## config.mk

```make
export PLATFORM = sky130hd
export DESIGN_NAME = alu
export DESIGN_NICKNAME = d
export VERILOG_FILES = /design/src/rtl/alu_pkg.sv /design/src/rtl/alu_shifter.sv /design/src/rtl/alu.sv
export SDC_FILE = /design/constraint.sdc
export NUM_CORES = 1
export LEC_CHECK = 0
export CORE_MARGIN = 2
export CORE_UTILIZATION = 50
export CTS_BUF_LIST = sky130_fd_sc_hd__clkbuf_16
export DETAILED_ROUTE_END_ITERATION = 6
export MAX_ROUTING_LAYER = met4
export PLACE_DENSITY = 0.76
export SKIP_LAST_GASP = 1
export SLEW_MARGIN = 40
export SYNTH_ARGS = -nofsm -noshare
export SYNTH_HDL_FRONTEND = slang
export SYNTH_SLANG_ARGS = --single-unit
```

## constraint.sdc

```tcl
create_clock -name clk -period 1.89 [get_ports clk]
set_clock_uncertainty 0.1 [all_clocks]
set_input_delay 0.567 -clock clk [delete_from_list [all_inputs] [get_ports clk]]
set_output_delay 0.567 -clock clk [all_outputs]
set_load 0.005 [all_outputs]
```

## src/rtl/alu_pkg.sv

```systemverilog
// Shared types and constants for the alu datapath element.
// Optional feature macro used by alu: ALU_OVERFLOW_FLAG_EN.
package alu_pkg;

    localparam int unsigned ALU_WIDTH_DEFAULT = 8;
    localparam int unsigned ALU_OP_W          = 3;

    typedef enum logic [ALU_OP_W-1:0] {
        ALU_OP_TEST        = 3'd0,
        ALU_OP_SUM         = 3'd1,
        ALU_OP_AND         = 3'd2,
        ALU_OP_OR          = 3'd3,
        ALU_OP_XOR         = 3'd4,
        ALU_OP_SHIFT_LEFT  = 3'd5,
        ALU_OP_SHIFT_RIGHT = 3'd6,
        ALU_OP_NOT         = 3'd7
    } alu_op_e;

endpackage

```

## src/rtl/alu_shifter.sv

```systemverilog
// Combinational bidirectional barrel shifter with zero fill and shift-out bit.
// Right shifts reuse the left-shift network by bit-reversing input and output.
module alu_shifter #(
    parameter int unsigned WIDTH = 8
) (
    input  logic [WIDTH-1:0]         data,
    input  logic [$clog2(WIDTH)-1:0] amount,
    input  logic                     shift_right,
    output logic [WIDTH-1:0]         shifted_c,
    output logic                     shift_out_c
);

    logic [WIDTH-1:0] src;
    logic [WIDTH:0]   ext;

    // Extra top bit captures the last bit pushed out; it stays 0 for amount 0.
    always_comb begin
        src       = '0;
        ext       = '0;
        shifted_c = '0;
        for (int i = 0; i < int'(WIDTH); i++) begin
            src[i] = shift_right ? data[int'(WIDTH) - 1 - i] : data[i];
        end
        ext = {1'b0, src} << amount;
        for (int i = 0; i < int'(WIDTH); i++) begin
            shifted_c[i] = shift_right ? ext[int'(WIDTH) - 1 - i] : ext[i];
        end
        shift_out_c = ext[WIDTH];
    end

endmodule

```

## src/rtl/alu.sv

```systemverilog
// Registered 8-operation ALU with optional operand_1 inversion, carry chain and zero flag.
// Define ALU_OVERFLOW_FLAG_EN to add the signed-overflow output for SUM.
module alu
    import alu_pkg::*;
#(
    parameter int unsigned WIDTH = ALU_WIDTH_DEFAULT
) (
    input  logic             clk,
    input  logic             nrst,
    input  logic [WIDTH-1:0] operand_0,
    input  logic [WIDTH-1:0] operand_1,
    input  logic [2:0]       operation,
    input  logic             carry_in,
    input  logic             invert_op_1,
    output logic [WIDTH-1:0] result,
    output logic             carry_out,
    output logic             zero_flag
`ifdef ALU_OVERFLOW_FLAG_EN
    ,
    output logic             overflow_flag
`endif
);

    localparam int unsigned SUMW = WIDTH + 1;
    localparam int unsigned SHW  = $clog2(WIDTH);

    alu_op_e          op;
    logic [WIDTH-1:0] b_prime;
    logic [SUMW-1:0]  sum;
    logic [WIDTH-1:0] shifted;
    logic             shift_out;
    logic             shift_right;
    logic [WIDTH-1:0] next_result;
    logic             next_carry;
    logic             next_zero;
`ifdef ALU_OVERFLOW_FLAG_EN
    logic             next_overflow;
`endif

    assign op          = alu_op_e'(operation);
    assign b_prime     = invert_op_1 ? ~operand_1 : operand_1;
    assign sum         = {1'b0, operand_0} + {1'b0, b_prime} + SUMW'(carry_in);
    assign shift_right = (op == ALU_OP_SHIFT_RIGHT);

    alu_shifter #(
        .WIDTH (WIDTH)
    ) u_shifter (
        .data        (operand_0),
        .amount      (b_prime[SHW-1:0]),
        .shift_right (shift_right),
        .shifted_c   (shifted),
        .shift_out_c (shift_out)
    );

    // Next-state decode; every opcode is listed so nothing falls through to X.
    always_comb begin
        next_result = operand_0;
        next_carry  = 1'b0;
        unique case (op)
            ALU_OP_TEST:        next_result = operand_0;
            ALU_OP_SUM: begin
                next_result = sum[WIDTH-1:0];
                next_carry  = sum[WIDTH];
            end
            ALU_OP_AND:         next_result = operand_0 & b_prime;
            ALU_OP_OR:          next_result = operand_0 | b_prime;
            ALU_OP_XOR:         next_result = operand_0 ^ b_prime;
            ALU_OP_SHIFT_LEFT,
            ALU_OP_SHIFT_RIGHT: begin
                next_result = shifted;
                next_carry  = shift_out;
            end
            ALU_OP_NOT:         next_result = ~operand_0;
            default:            next_result = operand_0;
        endcase
        next_zero = (next_result == '0);
    end

`ifdef ALU_OVERFLOW_FLAG_EN
    // Signed overflow: like-signed addends producing a result of the other sign.
    always_comb begin
        next_overflow = 1'b0;
        if (op == ALU_OP_SUM) begin
            next_overflow = (operand_0[WIDTH-1] == b_prime[WIDTH-1]) &&
                            (sum[WIDTH-1] != operand_0[WIDTH-1]);
        end
    end
`endif

    always_ff @(posedge clk or negedge nrst) begin
        if (!nrst) begin
            result    <= '0;
            carry_out <= 1'b0;
            zero_flag <= 1'b1;
`ifdef ALU_OVERFLOW_FLAG_EN
            overflow_flag <= 1'b0;
`endif
        end else begin
            result    <= next_result;
            carry_out <= next_carry;
            zero_flag <= next_zero;
`ifdef ALU_OVERFLOW_FLAG_EN
            overflow_flag <= next_overflow;
`endif
        end
    end

endmodule

```

==> summary.md, run 1 <==
| Metric | Value |
|---|---|
| Outcome | `stopped before the end` |
| Failed at | `5_1_grt` |
| Err | `[ERROR GRT-0232] Routing congestion too high. Check the congestion heatmap in the GUI.` |
| Starting Density | `0.528` |
| Clk buf depth | `2` |
| Synth cell count leaders | `22 x inv_1, 19 x a21oi_1, 19 x nand2_1` |
| Die Ht | `66.9 um` |
| Mapped Nets | `298` |
| Placer Congestion | `1.00` |
| Distinct cells, synth | `61` |
| Setup WS pre-CTS | `-2.20 ns` |
| # clock sinks | `10` |
| Cell with the most instances after synthesis | `inv_1` |
| Largest net degree at the start of global routing | `19` |
| Synth area leader | `dfrtp_1` |
| Clock Root Buffer | `clkbuf_16` |
| Fraction of registers with async set/reset | `1.00` |
| All-Layer GR Usage | `0.957` |
| H-tree levels | `1` |
| HPWL Detailed | `6230 um` |
| Synth top area share | `0.114` |
| Post-synth EDFFs | `0` |
| Syn Area/Cell | `7.69 um^2` |
| IO Pins | `33` |
| Top cells by area, synth | `dfrtp_1 11%, ha_1 10%, mux2i_1 7.6%` |
| Cell Area, Synth | `1980 um^2` |
| # port buffers | `32` |
| Sequential-to-total area share from yosys stat | `0.127` |
| Total gr overflow | `286` |
| Row count | `22` |
| Ys flop type | `dfrtp_1` |
| WEP type | `sequential cell input` |
| CTS buffer count | `3` |
| Die X-Extent | `66.9 um` |
| Cells after Synth | `257` |
| Yosys reg bits | `10` |
| YS warnings | `0` |
| Worst EP post-GRT repair | `zero_flag$_DFF_PN1_/D` |
kinds of logic after synthesis:
| group | Yosys count | synth area share |
|---|---|---|
| compound gates | 88 | 0.317 |
| simple gates | 69 | 0.178 |
| buf+inv | 39 | 0.0785 |
| mux | 20 | 0.116 |
| fa+ha+maj | 18 | 0.122 |
| xor+xnor | 13 | 0.0614 |
| flops | 10 | 0.127 |
timing repair:
item	in CTS
resized for setup	75
pin swaps	32
buffers inserted	23
setup endpoints to repair	10
hold buffers	0
endpoints found under the hold margin	0
metal layers:
metal  GRT overflow  GRT usage
met5              -          -
met4            106       1.15
met3              4      0.693
met2            174       1.18
met1              2      0.860
through the flow:
stage	std cells	hold WS [ns]	instance area, um^2
CTS	444	0.552	3540
detailed placement	420	0.788	3120
global placement	420	0.779	3120
floorplan	257	0.171	2060
==> inputs of run 2 (changes only) <==
CORE_UTILIZATION = 35   (was 50)
CTS_BUF_LIST = not set   (was sky130_fd_sc_hd__clkbuf_16)
MAX_ROUTING_LAYER = not set   (was met4)
PLACE_DENSITY = not set   (was 0.76)
PLACE_DENSITY_LB_ADDON = 0.15   (was not set)
==> summary.md, run 2 <==
| Metric | Value |
|---|---|
| Outcome | `complete, but fails checks` |
| Failing checks | `negative setup slack` |
| Clock power share | `0.129` |
| Relative slew margins | `0.748` |
| Total Power | `1.66 mW` |
| CP Max Fanout | `5` |
| Reg with most FFs | `result` |
| Max FFs per register | `8` |
| Fmax | `296 MHz` |
| Arr. time, crit path | `3.44 ns` |
| Wire per inst | `16.5 um` |
| IO Pins | `33 (unchanged)` |
| CORE AREA | `5470 um^2` |
| Die X-Extent | `79.2 um (+18%)` |
| Synth cell count leaders | `22 x inv_1, 19 x a21oi_1, 19 x nand2_1` |
| Total gr overflow | `0` |
| Leak pwr | `1.68 nW` |
| Final setup fails | `10` |
| Commonest cells after routing, fill and taps aside | `113 x buf_4, 18 x nand2_1, 17 x inv_1` |
| Synth-to-Final Area Change | `84.9%` |
| Layout Nets | `443` |
| NetSw | `0.612 mW` |
| Clk buf depth | `2 (unchanged)` |
| Sw frac | `0.368` |
| Starting Density | `0.361 (-0.167)` |
| Vias in the first global route | `2436` |
| RSZ-0062 raised after global routing | `yes` |
| IR drop worst, VDD | `0.300 mV` |
| Cell with the most instances after synthesis | `inv_1` |
| CP endpoint kind | `register` |
| Cell Area, Synth | `1980 um^2 (unchanged)` |
| Via/cell ratio | `5.40` |
| Cell Pwr Density | `455 nW/um^2` |
| Ys flop type | `dfrtp_1` |
| Clk slew on worst S/H paths | `0.04 ns` |
| Distinct cells, synth | `61 (unchanged)` |
| Largest registers | `result x8, carry_out x1, zero_flag x1` |
| Row count | `27 (+23%)` |
| Min Tclk post-route | `3.38 ns` |
| Largest net degree at the start of global routing | `26` |
| Endpoints failing hold | `0` |
| CTS buffer count | `3 (unchanged)` |
| Sequential-to-total area share from yosys stat | `0.127 (unchanged)` |
| Period utilization | `1.79` |
| DRC Markers | `0` |
| Crit path launch type | `primary input` |
| CTS tree | `built` |
| First-pass GRT wire length | `12100 um` |
| # port buffers | `32 (unchanged)` |
| Clock Root Buffer | `clkbuf_8` |
| All-Layer GR Usage | `0.249` |
| 1st-iter DRT viols | `281` |
| Antenna-violating nets left | `0` |
| Synth top area share | `0.114 (unchanged)` |
| Cells after Synth | `257 (unchanged)` |
| Mapped Nets | `298 (unchanged)` |
| Iteration count of the initial detailed-routing pass | `4` |
| Layout cell share with drive strength beyond 1 | `0.474` |
| Placer Congestion | `0.916 (-8.5%)` |
| Die Ht | `79.2 um (+18%)` |
| YS warnings | `0 (unchanged)` |
| Cell-internal power | `1.05 mW` |
| Top cells by area, synth | `dfrtp_1 11%, ha_1 10%, mux2i_1 7.6%` |
| Yosys reg bits | `10 (unchanged)` |
| Final wirelength | `7790 um` |
| Fillers | `466` |
| Critical Path RT | `1.95 ns` |
| Syn Area/Cell | `7.69 um^2 (unchanged)` |
| Reg power frac | `0.151` |
| Initial antenna violation count | `0` |
| Final Core Density | `0.668` |
| Commonest non-fill, non-tap cell in the layout | `buf_4` |
| H-tree levels | `1 (unchanged)` |
| Vias | `2555` |
| Gate power share | `0.720` |
| # clock sinks | `10 (unchanged)` |
| Post-synth EDFFs | `0 (unchanged)` |
| Die ar. | `6270 um^2` |
| Worst-Margin Slew | `0.368 ns` |
| Synth area leader | `dfrtp_1` |
| Pins Over Slew Limit | `0` |
| Min-delay worst type | `primary input to async pin` |
| HPWL Detailed | `5920 um (-4.9%)` |
| Fraction of registers with async set/reset | `1.00 (unchanged)` |
| Total of max-cap violations | `0` |
| N_diodes | `0` |
| Setup Crit Path Kind | `primary input to register` |
| Final worst slack | `-1.49 ns` |
run 2: routing by layer:
metal,share of wire,up-vias,GRT usage
li1,-,1251,-
met1,0.43,1192,0.331
met2,0.47,89,0.411
met3,0.052,23,0.0114
met4,0.047,0,0.122
met5,0,-,0
run 2: stage by stage:
step / cells / hold slack [ns] / setup slack (ns) / setup TNS, ns / instance area (um^2)
floorplan: 257 / 0.171 / -1.58 / -7.23 / 2060
global placement: 447 / 0.789 / -2.08 / -14.30 / 3160
detailed placement: 447 / 0.780 / -2.14 / -14.34 / 3160
CTS: 471 / 0.536 / -1.65 / -8.71 / 3480
global route: 473 / 0.565 / -1.60 / -8.29 / 3650
finish: 473 / 0.532 / -1.49 / -7.55 / 3650
run 2: timing repair:
| action | CTS | global route |
|---|---|---|
| gates cloned | 0 | 1 |
| resized for setup | 58 | 48 |
| endpoints found under the setup margin | 10 | 11 |
| hold buffers | 0 | 0 |
| pin swaps | 25 | 42 |
| setup buffers | 23 | 10 |
run 2: final timing paths:
path	startpoint	endpoint	cells after the start
worst max-delay path	invert_op_1	zero_flag$_DFF_PN1_	14
worst min-delay path	nrst	result[1]$_DFF_PN0_	1
max in group asynchronous	nrst	zero_flag$_DFF_PN1_	1
min in group clk	operation[2]	carry_out$_DFF_PN0_	4
run 2: cell type report:
type | instances | area, um^2 | area share
Clock buffer | 4 | 45.0 | 0.0123
Inverter | 24 | 90.1 | 0.0246
Multi-Input combinational cell | 208 | 1870 | 0.511
Sequential cell | 10 | 251 | 0.0688
Tap cell | 72 | 90.1 | 0.0246
Timing Repair Buffer | 155 | 1310 | 0.358
run 2: cell families after synthesis:
group,synth area share
adder cells (fa/ha/maj),0.122
AND/OR/NAND/NOR,0.178
multiplexers,0.116
AO/OA/AOI/OAI,0.317
buffers and inverters,0.0785
flip-flops,0.127
XOR/XNOR,0.0614
run 2: power groups by stage:
stage | Combinational, mW | Sequential, mW | Clock (mW)
finish | 1.20 | 0.251 | 0.214
global route | 1.28 | 0.253 | 0.238
CTS | 1.12 | 0.251 | 0.222
detailed placement | 0.998 | 0.255 | 0
global placement | 1.00 | 0.255 | 0
floorplan | 0.470 | 0.261 | 0
run 2: worst max-delay path, cell delays in order:
cell	delay (ns)
buf_12	0.12
xor2_4	0.18
inv_2	0.06
fa_2	0.20
inv_2	0.04
fa_2	0.34
a21o_1	0.18
a21oi_2	0.16
mux2i_1	0.09
o21ai_1	0.21
o211ai_1	0.15
or4_1	0.54
or4_1	0.48
nor2_1	0.12
(Power assumes the default switching activity.)
